`src/rtl/cv32e40x_controller_scoreboard_pkg.sv`:
```
// Shared types and constants for the controller register scoreboard.
package cv32e40x_controller_scoreboard_pkg;

    // Register file address width (x0..x31)
    localparam int SB_ADDR_W = 5;

    // Widest transaction id an entry can hold; narrower ids are zero-extended
    localparam int SB_ID_MAX_W = 8;

    // One scoreboard slot: an in-flight long-latency writeback
    typedef struct packed {
        logic                   valid;
        logic                   we;
        logic [SB_ADDR_W-1:0]   waddr;
        logic [SB_ID_MAX_W-1:0] id;
    } sb_entry_t;

    // An entry can only cause hazards if it really writes a register other than x0
    function automatic logic sb_tracked(sb_entry_t e);
        return e.valid && e.we && (e.waddr != '0);
    endfunction

endpackage

```
`src/rtl/cv32e40x_controller_scoreboard_if.sv`:
```
// Issue / read-port / retire / status bundle between ID stage and scoreboard.
interface cv32e40x_controller_scoreboard_if
    import cv32e40x_controller_scoreboard_pkg::*;
#(
    parameter int REGFILE_NUM_READ_PORTS = 2,
    parameter int DEPTH                  = 4,
    parameter int ID_WIDTH               = 4
);
    logic                                              issue_valid_i;
    logic                                              issue_ready_o;
    logic                                              issue_we_i;
    logic [SB_ADDR_W-1:0]                              issue_waddr_i;
    logic [ID_WIDTH-1:0]                               issue_id_i;
    logic [REGFILE_NUM_READ_PORTS-1:0]                 rf_re_id_i;
    logic [REGFILE_NUM_READ_PORTS-1:0][SB_ADDR_W-1:0]  rf_raddr_id_i;
    logic                                              retire_valid_i;
    logic [ID_WIDTH-1:0]                               retire_id_i;
    logic                                              raw_hazard_o;
    logic                                              waw_hazard_o;
    logic                                              stall_id_o;
    logic                                              full_o;
    logic                                              empty_o;
    logic [$clog2(DEPTH+1)-1:0]                        outstanding_o;

    // Controller / ID side
    modport master (
        output issue_valid_i, issue_we_i, issue_waddr_i, issue_id_i,
        output rf_re_id_i, rf_raddr_id_i, retire_valid_i, retire_id_i,
        input  issue_ready_o, raw_hazard_o, waw_hazard_o, stall_id_o,
        input  full_o, empty_o, outstanding_o
    );

    // Scoreboard side
    modport slave (
        input  issue_valid_i, issue_we_i, issue_waddr_i, issue_id_i,
        input  rf_re_id_i, rf_raddr_id_i, retire_valid_i, retire_id_i,
        output issue_ready_o, raw_hazard_o, waw_hazard_o, stall_id_o,
        output full_o, empty_o, outstanding_o
    );

endinterface

```
`src/rtl/cv32e40x_controller_scoreboard_ff_one.sv`:
```
// Lowest-set-bit finder used to pick the first free scoreboard slot.
module cv32e40x_ff_one #(
    parameter int LEN = 4
) (
    input  logic [LEN-1:0]                       in_i,
    output logic [((LEN > 1) ? $clog2(LEN) : 1)-1:0] first_one_o,
    output logic                                 no_ones_o
);
    localparam int W = (LEN > 1) ? $clog2(LEN) : 1;

    // Scan from the top down so the lowest set bit wins
    always_comb begin
        first_one_o = '0;
        no_ones_o   = 1'b1;
        for (int i = LEN - 1; i >= 0; i--) begin
            if (in_i[i]) begin
                first_one_o = W'(i);
                no_ones_o   = 1'b0;
            end
        end
    end

endmodule

```
`src/rtl/cv32e40x_controller_scoreboard.sv`:
```
// Register scoreboard: tracks in-flight long-latency writebacks by id and
// raises RAW/WAW hazards against them so ID can stall.
module cv32e40x_controller_scoreboard
    import cv32e40x_controller_scoreboard_pkg::*;
#(
    parameter int REGFILE_NUM_READ_PORTS = 2,
    parameter int DEPTH                  = 4,
    parameter int ID_WIDTH               = 4
) (
    input logic                            clk,
    input logic                            rst_n,
    cv32e40x_controller_scoreboard_if.slave sb
);
    localparam int IDX_W = (DEPTH > 1) ? $clog2(DEPTH) : 1;
    localparam int OUT_W = $clog2(DEPTH + 1);

    sb_entry_t              entries [DEPTH];
    logic [DEPTH-1:0]       valid;
    logic [DEPTH-1:0]       retiring;
    logic [DEPTH-1:0]       tracked;
    logic [IDX_W-1:0]       free_idx;
    logic                   no_free;
    logic                   accept;
    logic                   raw;
    logic                   waw;
    logic [OUT_W-1:0]       count;
    logic                   retire_hit;
    logic                   dup_id;

    // Per-slot view: which entries are valid, being retired now, or can cause hazards
    always_comb begin
        valid    = '0;
        retiring = '0;
        tracked  = '0;
        for (int i = 0; i < DEPTH; i++) begin
            valid[i]    = entries[i].valid;
            retiring[i] = sb.retire_valid_i && entries[i].valid &&
                          (entries[i].id == SB_ID_MAX_W'(sb.retire_id_i));
            tracked[i]  = sb_tracked(entries[i]) && !retiring[i];
        end
    end

    cv32e40x_ff_one #(
        .LEN (DEPTH)
    ) u_free_slot (
        .in_i        (~valid),
        .first_one_o (free_idx),
        .no_ones_o   (no_free)
    );

    // RAW against enabled non-x0 read ports, WAW against the offered rd
    always_comb begin
        raw = 1'b0;
        waw = 1'b0;
        for (int i = 0; i < DEPTH; i++) begin
            for (int p = 0; p < REGFILE_NUM_READ_PORTS; p++) begin
                if (sb.rf_re_id_i[p] && (sb.rf_raddr_id_i[p] != '0) &&
                    tracked[i] && (entries[i].waddr == sb.rf_raddr_id_i[p])) begin
                    raw = 1'b1;
                end
            end
            if (sb.issue_we_i && (sb.issue_waddr_i != '0) &&
                tracked[i] && (entries[i].waddr == sb.issue_waddr_i)) begin
                waw = 1'b1;
            end
        end
    end

    // Occupancy count; x0 and no-write entries still hold a slot
    always_comb begin
        count = '0;
        for (int i = 0; i < DEPTH; i++) begin
            count = count + OUT_W'(valid[i]);
        end
    end

    // Status outputs; full deliberately ignores a same-cycle retire
    always_comb begin
        sb.full_o        = no_free;
        sb.empty_o       = (valid == '0);
        sb.outstanding_o = count;
        sb.raw_hazard_o  = raw;
        sb.waw_hazard_o  = waw;
        sb.issue_ready_o = !no_free && !waw;
        accept           = sb.issue_valid_i && !no_free && !waw;
        sb.stall_id_o    = raw || (sb.issue_valid_i && !sb.issue_ready_o);
    end

    // Entry array: reset wipes everything, else retire clears and accept fills the free slot
    always_ff @(posedge clk) begin
        if (!rst_n) begin
            for (int i = 0; i < DEPTH; i++) begin
                entries[i] <= '0;
            end
        end else begin
            for (int i = 0; i < DEPTH; i++) begin
                if (retiring[i]) begin
                    entries[i].valid <= 1'b0;
                end
                if (accept && (free_idx == IDX_W'(i))) begin
                    entries[i].valid <= 1'b1;
                    entries[i].we    <= sb.issue_we_i;
                    entries[i].waddr <= sb.issue_waddr_i;
                    entries[i].id    <= SB_ID_MAX_W'(sb.issue_id_i);
                end
            end
        end
    end

    // Protocol checks: retire must hit a valid id, and ids among valid entries are unique
    always_comb begin
        retire_hit = |retiring;
        dup_id     = 1'b0;
        for (int i = 0; i < DEPTH; i++) begin
            for (int j = i + 1; j < DEPTH; j++) begin
                if (entries[i].valid && entries[j].valid && (entries[i].id == entries[j].id)) begin
                    dup_id = 1'b1;
                end
            end
        end
    end

    a_retire_hits_valid_id: assert property (
        @(posedge clk) disable iff (!rst_n) sb.retire_valid_i |-> retire_hit);

    a_ids_unique: assert property (
        @(posedge clk) disable iff (!rst_n) !dup_id);

    a_no_retire_of_issuing_id: assert property (
        @(posedge clk) disable iff (!rst_n)
        !(accept && sb.retire_valid_i && (sb.retire_id_i == sb.issue_id_i)));

endmodule

```
`src/flat_wrapper.sv`:
```
// flat-port wrapper written by rule: the top's interface ports become plain ports
module cv32e40x_controller_scoreboard_flat import cv32e40x_controller_scoreboard_pkg::*;
#(
    parameter int REGFILE_NUM_READ_PORTS = 2,
    parameter int DEPTH                  = 4,
    parameter int ID_WIDTH               = 4
)
  (clk, rst_n, sb_issue_valid_i, sb_issue_we_i, sb_issue_waddr_i, sb_issue_id_i, sb_rf_re_id_i, sb_rf_raddr_id_i, sb_retire_valid_i, sb_retire_id_i, sb_issue_ready_o, sb_raw_hazard_o, sb_waw_hazard_o, sb_stall_id_o, sb_full_o, sb_empty_o, sb_outstanding_o);
  cv32e40x_controller_scoreboard_if #(.REGFILE_NUM_READ_PORTS(REGFILE_NUM_READ_PORTS), .DEPTH(DEPTH), .ID_WIDTH(ID_WIDTH)) sb_i ();
  input logic clk;
  input logic rst_n;
  input wire logic [$bits(sb_i.issue_valid_i)-1:0] sb_issue_valid_i;
  input wire logic [$bits(sb_i.issue_we_i)-1:0] sb_issue_we_i;
  input wire logic [$bits(sb_i.issue_waddr_i)-1:0] sb_issue_waddr_i;
  input wire logic [$bits(sb_i.issue_id_i)-1:0] sb_issue_id_i;
  input wire logic [$bits(sb_i.rf_re_id_i)-1:0] sb_rf_re_id_i;
  input wire logic [$bits(sb_i.rf_raddr_id_i)-1:0] sb_rf_raddr_id_i;
  input wire logic [$bits(sb_i.retire_valid_i)-1:0] sb_retire_valid_i;
  input wire logic [$bits(sb_i.retire_id_i)-1:0] sb_retire_id_i;
  output wire logic [$bits(sb_i.issue_ready_o)-1:0] sb_issue_ready_o;
  output wire logic [$bits(sb_i.raw_hazard_o)-1:0] sb_raw_hazard_o;
  output wire logic [$bits(sb_i.waw_hazard_o)-1:0] sb_waw_hazard_o;
  output wire logic [$bits(sb_i.stall_id_o)-1:0] sb_stall_id_o;
  output wire logic [$bits(sb_i.full_o)-1:0] sb_full_o;
  output wire logic [$bits(sb_i.empty_o)-1:0] sb_empty_o;
  output wire logic [$bits(sb_i.outstanding_o)-1:0] sb_outstanding_o;
  assign sb_i.issue_valid_i = sb_issue_valid_i;
  assign sb_i.issue_we_i = sb_issue_we_i;
  assign sb_i.issue_waddr_i = sb_issue_waddr_i;
  assign sb_i.issue_id_i = sb_issue_id_i;
  assign sb_i.rf_re_id_i = sb_rf_re_id_i;
  assign sb_i.rf_raddr_id_i = sb_rf_raddr_id_i;
  assign sb_i.retire_valid_i = sb_retire_valid_i;
  assign sb_i.retire_id_i = sb_retire_id_i;
  assign sb_issue_ready_o = sb_i.issue_ready_o;
  assign sb_raw_hazard_o = sb_i.raw_hazard_o;
  assign sb_waw_hazard_o = sb_i.waw_hazard_o;
  assign sb_stall_id_o = sb_i.stall_id_o;
  assign sb_full_o = sb_i.full_o;
  assign sb_empty_o = sb_i.empty_o;
  assign sb_outstanding_o = sb_i.outstanding_o;
  cv32e40x_controller_scoreboard #(.REGFILE_NUM_READ_PORTS(REGFILE_NUM_READ_PORTS), .DEPTH(DEPTH), .ID_WIDTH(ID_WIDTH)) u_core (.clk(clk), .rst_n(rst_n), .sb(sb_i));
endmodule
```
`config.mk`:
```
export PLATFORM = sky130hd
export DESIGN_NAME = cv32e40x_controller_scoreboard_flat
export DESIGN_NICKNAME = d
export VERILOG_FILES = /design/src/rtl/cv32e40x_controller_scoreboard_pkg.sv /design/src/rtl/cv32e40x_controller_scoreboard_if.sv /design/src/rtl/cv32e40x_controller_scoreboard_ff_one.sv /design/src/rtl/cv32e40x_controller_scoreboard.sv /design/src/flat_wrapper.sv
export SDC_FILE = /design/constraint.sdc
export NUM_CORES = 1
export LEC_CHECK = 0
export ABC_AREA = 1
export BUFFER_PORTS_ARGS = -buffer_cell sky130_fd_sc_hd__buf_2
export CORE_MARGIN = 3
export CORE_UTILIZATION = 40
export CTS_BUF_LIST = sky130_fd_sc_hd__clkbuf_4 sky130_fd_sc_hd__clkbuf_8
export DETAILED_ROUTE_END_ITERATION = 12
export PLACE_DENSITY_LB_ADDON = 0.25
export REMOVE_ABC_BUFFERS = 1
export SLEW_MARGIN = 20
export SYNTH_ARGS = -nofsm -noshare
export SYNTH_HDL_FRONTEND = slang
export SYNTH_HIERARCHICAL = 1
export SYNTH_SLANG_ARGS = --single-unit
```
`constraint.sdc`:
```
create_clock -name clk -period 2.05 [get_ports clk]
set_input_delay 0 -clock clk [delete_from_list [all_inputs] [get_ports clk]]
set_output_delay 0 -clock clk [all_outputs]
set_load 0.01 [all_outputs]
```
==> results.toml <==
[drt]
dr.first_iter.drc_count = 141
highest_layer = "met4"
vias_per_cell = 4.80
dr_wl_met2_um = 4290
drtAntennaViolNets = 0
drc_errors = 0
wl_met3_um = 385
dr.pass1.iters = 4
routedWlPerCell_um = 14.3
wl_met1_um = 3480
num_vias = 2809
wl_um = 8370

[sta]
rsz0062_at_grt = "true"
layout_min_cycle_time_ns = 1.97
finalSetupViolations = 0
hold_viol = 0
period_share_pct = 96.3
max_freq_mhz = 507
skew_ns = 0.00724
final_max_slew_viol_count = 0
fin_setup_tns_ns = 0
worst_pin_slew_ns = 0.368
hold_ws_ns = 0.0582
relSlewSlack_pct = 75.4

[clock_network]
cts-root-buf = "clkbuf_8"
htreeDepth = 2
ctsHoldBuffers = 0
clk_latency_ns = 0.30
cts_buffer_depth = 2
tritoncts = "yes"
cts_buffers = 5
clock_sinks = 44
clk_pin_slew_ns = 0.08

[synthesis]
yosysWarnings = 6
synth_top_area_cell = "edfxtp_1"
syn_area_mm2 = 0.00326
ys_seq_area_share_pct = 40.6
synth.area.top_cells = "edfxtp_1, xnor2_1, nand2_1"
yosysUniqueCellTypes = 26
ys_ff_latch = 44
syn_inst = 412
syn_avg_cell_area_um2 = 7.91
synth_top_cell_area_share_pct = 40.6

[worst_hold_path]
hold_path_end = "u_core/entries[2][1]"
hp-class = "input pin to flip-flop"
min_path_cells = 3
hold_path.startpoint = "sb_issue_id_i[1]"

[global_routing]
antenna_found_initial = 0
gr-total-overflow = 0
grt_max_degree = 14
grt_usage_pct = 18.5
grt_pass1_vias = 2713
grt_pass1_wl_um = 12900

[finish]
nNetsFinal = 516
drive_gt1_share_pct = 30.2
syn_to_final_growth_pct = 22.2
top_regs = "u_core/entries: 44 flops"
largest_reg_flops = 44
top_register = "u_core/entries"
diodes = 0
fillers = 774

[critical_path]
cp_slowest_cell = "edfxtp_1"
crit_family = "simple AND/OR/NAND/NOR gates"
path_buf_inv = 4
end_kind = "output port"
r2r_end = "u_core/entries[1][9]"
path_class = "flip-flop to output port"
required_ns = 2.05
path_max_fanout = 3
worst_r2r_path_depth = 10
rr_startpoint = "u_core/entries[2][4]"
timing.reg2reg.setup_slack_ns = 0.12
arrival_ns = 1.97
critPathLaunchType = "flip-flop"
max_stage_delay_ns = 0.45
crit_chain = "buf_4 > buf_4 > xor2_1 > nor3_1 > nand3_1 > o21ai_1 > nand2_1 > nand3_2 > inv_1 > nand2_1 > buf_2"

[placement]
dp_hpwl_um = 6520
port_buffers = 38
place.gp.congestion = 0.842

[power]
p_leak_nw = 1.87
swShare_pct = 27.8
power.share.clock_pct = 29.0
p_sw_mw = 0.640
power_frac_seq_pct = 47.7
pwr-share-comb_pct = 23.3
intPower_mw = 1.66
ir_drop_v = 0.000342
power.density_mw_per_mm2 = 578

[run_status]
status = "completed"

[floorplan]
io_pins = 39
die_height_um = 96.3
core_mm2 = 0.00781
die_area_mm2 = 0.00926
rows = 32
initial_core_util_pct = 41.7
die_w_um = 96.3

[job]
drv_cap = 0
## Yosys cell counts, drive strengths merged
master,n
xnor2,40
clkbuf,12
edfxtp,44
o21ai,8
xor2,12
nand2,92
inv,62
ha,3
nand3,39
nor3,7
nand3b,1
buf,6
nand4,8
a21oi,3
nor2,74
fa,1
## per-stage QoR
stage / setup slack [ns] / total power, mW / util, % / cells / instance area (um^2)
global route: -0.0806 / 2.40 / 51.0 / 585 / 3980
floorplan: 0.161 / 1.41 / - / 394 / 3160
CTS: 0.0130 / 2.29 / 49.6 / 578 / 3870
finish: 0.0767 / 2.30 / 51.0 / 585 / 3980
detailed placement: -0.0126 / 1.61 / 47.2 / 560 / 3680
global placement: 0.0472 / 1.60 / 47.2 / 560 / 3680
## metal layers
layer  track usage (%)  up-vias
li1                  -     1426
met1              21.3     1298
met2              34.6       69
met3              2.81       16
met4              6.28        0
met5                 0        -
## power by group through the flow
stage	registers, mW	logic [mW]	clock network (mW)
2_1_floorplan	1.12	0.296	0
3_3_place_gp	1.12	0.479	0
3_5_place_dp	1.13	0.489	0
4_1_cts	1.10	0.515	0.676
5_1_grt	1.11	0.595	0.703
6_report	1.10	0.536	0.666
## worst max path at each step
stage / depth (start not counted) / startpoint / endpoint
3_5_place_dp: 9 / u_core/entries[2][4] / u_core/entries[1][0]
5_1_grt: 12 / u_core/entries[2][4] / sb_stall_id_o
2_1_floorplan: 7 / u_core/entries[2][10] / u_core/entries[0][0]
4_1_cts: 12 / u_core/entries[0][7] / sb_stall_id_o
6_report: 11 / u_core/entries[2][7] / sb_stall_id_o
3_3_place_gp: 10 / u_core/entries[2][4] / u_core/entries[0][6]
## timing repair
action / in CTS / in global routing
gates cloned: 1 / 0
buffers inserted: 9 / 7
gates resized for setup: 1 / 17
setup endpoints to repair: 11 / 75
pin swaps: 1 / 10
## final cells by class
| type | instances | area [um^2] | area share [%] |
|---|---|---|---|
| Sequential cell | 44 | 1320 | 33.2 |
| Inverter | 62 | 233 | 5.85 |
| Timing Repair Buffer | 80 | 522 | 13.1 |
| Clock inverter | 2 | 35.0 | 0.880 |
| Multi-Input combinational cell | 289 | 1670 | 41.9 |
| Clock buffer | 6 | 76.3 | 1.92 |
| Tap cell | 102 | 128 | 3.21 |
## tightest hold or removal path: cells and delay by family
kind,cells,cell delay (ns)
buffers and inverters,2,0.14
and+or+nand+nor,1,0.10
## placed cells by master, fill, tap and decap left out, types with 2 or more instances in the layout
master	instances
nand2_1	86
inv_1	48
nor2_1	48
edfxtp_1	44
xnor2_1	40
buf_4	40
buf_2	38
nand3_1	33
nor2_2	25
inv_2	14
xor2_1	12
nor3_1	7
nand3_2	6
clkbuf_8	5
o21ai_1	5
nand2_2	4
nand4_1	4
a21oi_1	3
ha_1	3
nand2_4	2
o21ai_0	2
nand4_2	2
nand4_4	2
## kinds of logic after synthesis
family                     count (synthesis)  synth area share (%)
AOI/OAI and AO/OA                         11                  2.04
xor gates and xnor gates                  52                  14.0
adders and majority gates                  4                  1.77
buffers and inverters                     80                  10.3
DFF                                       44                  40.6
and+or+nand+nor                          221                  31.4
Power figures use the tool's default switching activity.
